$ cat src/rtl/vram_arbiter.sv
// Single-port VRAM arbiter: scanout reads have strict priority, CPU accesses fill idle slots.
// Optional starvation flag enabled by defining VRAM_STARVE_FLAG_EN.
module vram_arbiter #(
  parameter int ADDR_W       = 13,
  parameter int DATA_W       = 8,
  parameter int STARVE_LIMIT = 64
) (
  input  logic              CLK_25MHZ,
  input  logic              RESET,
  input  logic              VID_REQ,
  input  logic [ADDR_W-1:0] VID_ADDR,
  output logic [DATA_W-1:0] VID_DATA,
  output logic              VID_VALID,
  input  logic              CPU_REQ,
  input  logic              CPU_WE,
  input  logic [ADDR_W-1:0] CPU_ADDR,
  input  logic [DATA_W-1:0] CPU_WDATA,
  output logic [DATA_W-1:0] CPU_RDATA,
  output logic              CPU_ACK,
  output logic [ADDR_W-1:0] RAM_ADDR,
  output logic              RAM_WE,
  output logic [DATA_W-1:0] RAM_WDATA,
  input  logic [DATA_W-1:0] RAM_RDATA
`ifdef VRAM_STARVE_FLAG_EN
  ,
  output logic              CPU_STARVED
`endif
);

  typedef enum logic [1:0] {SLOT_IDLE, SLOT_VID, SLOT_CPU} slot_t;

  slot_t             slot;
  slot_t             slot_q;
  logic [ADDR_W-1:0] ram_addr_q;
  logic              ram_we_q;
  logic [DATA_W-1:0] ram_wdata_q;
  logic              vid_valid_q;
  logic              cpu_ack_q;
  logic              cpu_rd_q;
  logic [DATA_W-1:0] vid_hold;
  logic [DATA_W-1:0] cpu_hold;
  logic              cpu_busy;

  assign cpu_busy = (slot_q == SLOT_CPU);

  // The ACK cycle is also blocked so a held CPU_REQ is only re-granted the cycle after ACK.
  always_comb begin
    slot = SLOT_IDLE;
    if (VID_REQ) begin
      slot = SLOT_VID;
    end else if (CPU_REQ && !cpu_busy && !cpu_ack_q) begin
      slot = SLOT_CPU;
    end
  end

  always_ff @(posedge CLK_25MHZ) begin
    if (RESET) begin
      slot_q      <= SLOT_IDLE;
      ram_addr_q  <= '0;
      ram_we_q    <= 1'b0;
      ram_wdata_q <= '0;
      vid_valid_q <= 1'b0;
      cpu_ack_q   <= 1'b0;
      cpu_rd_q    <= 1'b0;
      vid_hold    <= '0;
      cpu_hold    <= '0;
    end else begin
      slot_q   <= slot;
      ram_we_q <= 1'b0;
      case (slot)
        SLOT_VID: ram_addr_q <= VID_ADDR;
        SLOT_CPU: begin
          ram_addr_q  <= CPU_ADDR;
          ram_we_q    <= CPU_WE;
          ram_wdata_q <= CPU_WDATA;
        end
        default: ;
      endcase
      vid_valid_q <= (slot_q == SLOT_VID);
      cpu_ack_q   <= cpu_busy;
      cpu_rd_q    <= cpu_busy && !ram_we_q;
      if (vid_valid_q) vid_hold <= RAM_RDATA;
      if (cpu_rd_q) cpu_hold <= RAM_RDATA;
    end
  end

  // Read data is passed straight from the RAM in the valid cycle and held afterwards.
  assign VID_VALID = vid_valid_q && !RESET;
  assign VID_DATA  = VID_VALID ? RAM_RDATA : vid_hold;
  assign CPU_ACK   = cpu_ack_q && !RESET;
  assign CPU_RDATA = (CPU_ACK && cpu_rd_q) ? RAM_RDATA : cpu_hold;
  assign RAM_ADDR  = ram_addr_q;
  assign RAM_WE    = ram_we_q && !RESET;
  assign RAM_WDATA = ram_wdata_q;

`ifdef VRAM_STARVE_FLAG_EN
  localparam int CNT_W = $clog2(STARVE_LIMIT) + 1;
  localparam logic [CNT_W-1:0] LIMIT = CNT_W'(STARVE_LIMIT);

  logic [CNT_W-1:0] wait_cnt;
  logic [CNT_W-1:0] wait_next;
  logic             waiting;
  logic             starved;

  assign waiting   = CPU_REQ && !cpu_busy && (slot != SLOT_CPU);
  assign wait_next = (wait_cnt == '1) ? wait_cnt : wait_cnt + CNT_W'(1);

  always_ff @(posedge CLK_25MHZ) begin
    if (RESET) begin
      wait_cnt <= '0;
      starved  <= 1'b0;
    end else if (slot == SLOT_CPU) begin
      wait_cnt <= '0;
    end else if (waiting) begin
      wait_cnt <= wait_next;
      if (wait_next == LIMIT) starved <= 1'b1;
    end
  end

  assign CPU_STARVED = starved;
`else
  if (STARVE_LIMIT > 0) begin : g_starve_unused
  end
`endif

endmodule
$ cat config.mk
export PLATFORM = sky130hd
export DESIGN_NAME = vram_arbiter
export DESIGN_NICKNAME = d
export VERILOG_FILES = /design/src/rtl/vram_arbiter.sv
export SDC_FILE = /design/constraint.sdc
export NUM_CORES = 1
export LEC_CHECK = 0
export BUFFER_PORTS_ARGS = -buffer_cell sky130_fd_sc_hd__buf_2
export CAP_MARGIN = 20
export CORE_ASPECT_RATIO = 1.1
export CORE_MARGIN = 2
export CORE_UTILIZATION = 50
export DETAILED_ROUTE_END_ITERATION = 8
export PLACE_DENSITY = 0.83
export SKIP_CTS_REPAIR_TIMING = 1
export SLEW_MARGIN = 20
export SYNTH_ARGS = -nofsm -noshare
export SYNTH_HDL_FRONTEND = slang
export SYNTH_SLANG_ARGS = --single-unit
$ cat constraint.sdc
create_clock -name CLK_25MHZ -period 2 [get_ports CLK_25MHZ]
set_input_delay 0.4 -clock CLK_25MHZ [delete_from_list [all_inputs] [get_ports CLK_25MHZ]]
set_output_delay 0.4 -clock CLK_25MHZ [all_outputs]
set_load 0.02 [all_outputs]
==> reports/qor.yml <==
result_of_the_run: "complete, no violations"
design.core.area_um2: 4020
power.sequential.fraction: 0.481
floorplan.die_area_um2: 4760
power_switching_mw: 0.508
grt_usage: 0.211
cp.arrival_ns: 1.46
sum_of_routed_wire_length_over_all_layers_um: 4910
netlist_instances: 204
rr_startpoint: "cpu_ack_q$_SDFF_PP0_"
worst-slew-pin-transition_ns: 0.513
insertedDiodeCount: 0
dpl-instance-area_um2: 2520
cellInternalPower_mw: 1.41
final_core_utilization: 0.656
vias: 1799
synth_ff_type: "dfxtp_1"
synth_cell_types: 27
worst-path-max-fanout: 8
setup.worst_path.start_class: "flip-flop"
layout_worst_path_cycle_share: 0.930
cp-startpoint: "cpu_ack_q$_SDFF_PP0_"
cts_tree: "done"
synth-edff-count: 0
grt_setup_unrepaired: "false"
syn-cell-area_um2: 2110
largest_net_degree_at_the_start_of_global_routing: 58
start_util: 0.525
clock_tree.htree_level_count: 2
net_count_after_synthesis: 251
avgRoutedWirePerCell_um: 14.7
nFillCells: 350
seq_area_frac_synth: 0.408
timing.final.hold_violations: 0
comb_power_share: 0.172
clkTransAtPathRegs_ns: 0.08
power-per-cell-area_nw_per_um2: 725
postSynthRegisterBits: 43
clkSinkCount: 43
clock_skew_ns: 0.00378
setup_viol_count_final: 0
layout_commonest_cell: "buf_2"
areaGrowthSynthToFinish_pct: 25.1
hold_start: "CPU_WE"
synthesis.area_per_instance_um2: 10.4
ir_drop_v: 0.000339
cts_max_path_buffers: 2
clock_power_share: 0.348
critical_path.endpoint_type: "primary output"
clock_root_buffer_master: "clkbuf_8"
ioPinCount: 87
most-common-layout-cells: "buf_2, dfxtp_1, nor2_1"
grt_first_pass_wirelength_um: 7800
die-height_um: 72.2
antenna_violations_before_repair: 0
layout-drive-gt1-share: 0.480
grt_overflow_total: 0
synthArstFlopShare: 0
worstHoldPathType: "in2reg"
std_cell_rows: 24
floorplan.die.width_um: 66.0
numPortBuffers: 86
max_clock_freq_mhz: 538
first_global_vias: 1755
numCtsBuffers: 5
final_net_count: 327
synth_warnings: 0
post-route-drc-count: 0
static_leakage_nw: 1.20
detail_route.first_pass.iterations: 4
switching_share: 0.265
cap_violations: 0
period_minus_slack_ns: 1.86
viasPerCell: 5.40
drt.antenna.violating_nets: 0
total_power_mw: 1.91
report.final.slew_viol_count: 0
finalWeightedCongestion: 0.702
critPathRequiredTime_ns: 1.60
final_area_um2: 2640
detail_placement_hpwl_um: 3300
setup_tns_ns: 0
drt_first_iter_violations: 90
clkLatencyLatePin_ns: 0.29
timing.slew.headroom: 0.658
critical_setup_path_kind: "reg2out"
-- metal layers --
layer / part of all wire / GRT usage / up-vias
met5: 0 / 0 / -
met4: 0.010 / 0.0567 / 0
met3: 0.050 / 0.0527 / 5
met2: 0.50 / 0.374 / 54
met1: 0.44 / 0.255 / 831
li1: - / - / 909
-- cell type report --
class	instances	area, µm²	share of cell area
Multi-Input combinational cell	125	1070	0.405
Sequential cell	43	861	0.326
Timing Repair Buffer	91	480	0.182
Clock buffer	5	68.8	0.0261
Tap cell	52	65.1	0.0246
Inverter	14	52.6	0.0199
Clock inverter	3	43.8	0.0166
-- power by group through the flow --
| stage | Combinational [mW] | Clock [mW] | Sequential [mW] |
|---|---|---|---|
| 2_1_floorplan | 0.187 | 0 | 0.972 |
| 3_3_place_gp | 0.324 | 0 | 0.937 |
| 3_5_place_dp | 0.328 | 0 | 0.939 |
| 4_1_cts | 0.329 | 0.685 | 0.920 |
| 5_1_grt | 0.356 | 0.728 | 0.925 |
| 6_report | 0.328 | 0.665 | 0.920 |
-- metrics by stage --
step                instances  hold WS, ns  worst slack (ns)
floorplan                 204        0.389             0.300
global placement          325        0.400             0.147
detailed placement        325        0.411            0.0857
CTS                       333        0.310            0.0309
global route              333        0.316            0.0494
finish                    333        0.319             0.140
-- Yosys cell counts (8+ instances only) --
master	count	area share
inv_1	14	0.025
mux2i_1	16	0.076
mux2_2	16	0.085
a2111oi_2	12	0.085
a211oi_1	13	0.046
a21oi_1	8	0.019
buf_2	11	0.026
nor4_1	13	0.039
o31ai_1	8	0.028
nor2_1	17	0.030
dfxtp_1	43	0.41
nand4b_1	8	0.033
-- sequential cells by signal (all words and copies together), names as in the netlist --
signal	count
cpu_rd_q	1
cpu_hold	8
ram_we_q	1
cpu_ack_q	1
vid_hold	8
RAM_WDATA	8
slot_q	2
vid_valid_q	1
RAM_ADDR	13
-- worst max-delay path, stage by stage, from the launching register on --
cell,delay (ns)
dfxtp_1,0.39
nor2b_4,0.21
nand2_4,0.11
mux2_2,0.30
buf_2,0.16
-- cell families after synthesis --
family,share of synthesized area
flops,0.408
simple gates,0.156
buf+inv,0.0918
compound gates,0.183
mux,0.161
-- path summary, 6_finish.rpt --
path                               endpoint  cells after the start  slack [ns]
setup / recovery               CPU_RDATA[5]                      4        0.14
hold / removal          ram_we_q$_SDFF_PP0_                      2        0.32
setup reg to reg  RAM_ADDR[12]$_SDFFE_PP0P_                      3        0.57
hold reg to reg         cpu_rd_q$_SDFF_PP0_                      1        0.43
Note: power is estimated with default switching activity, not from simulation.
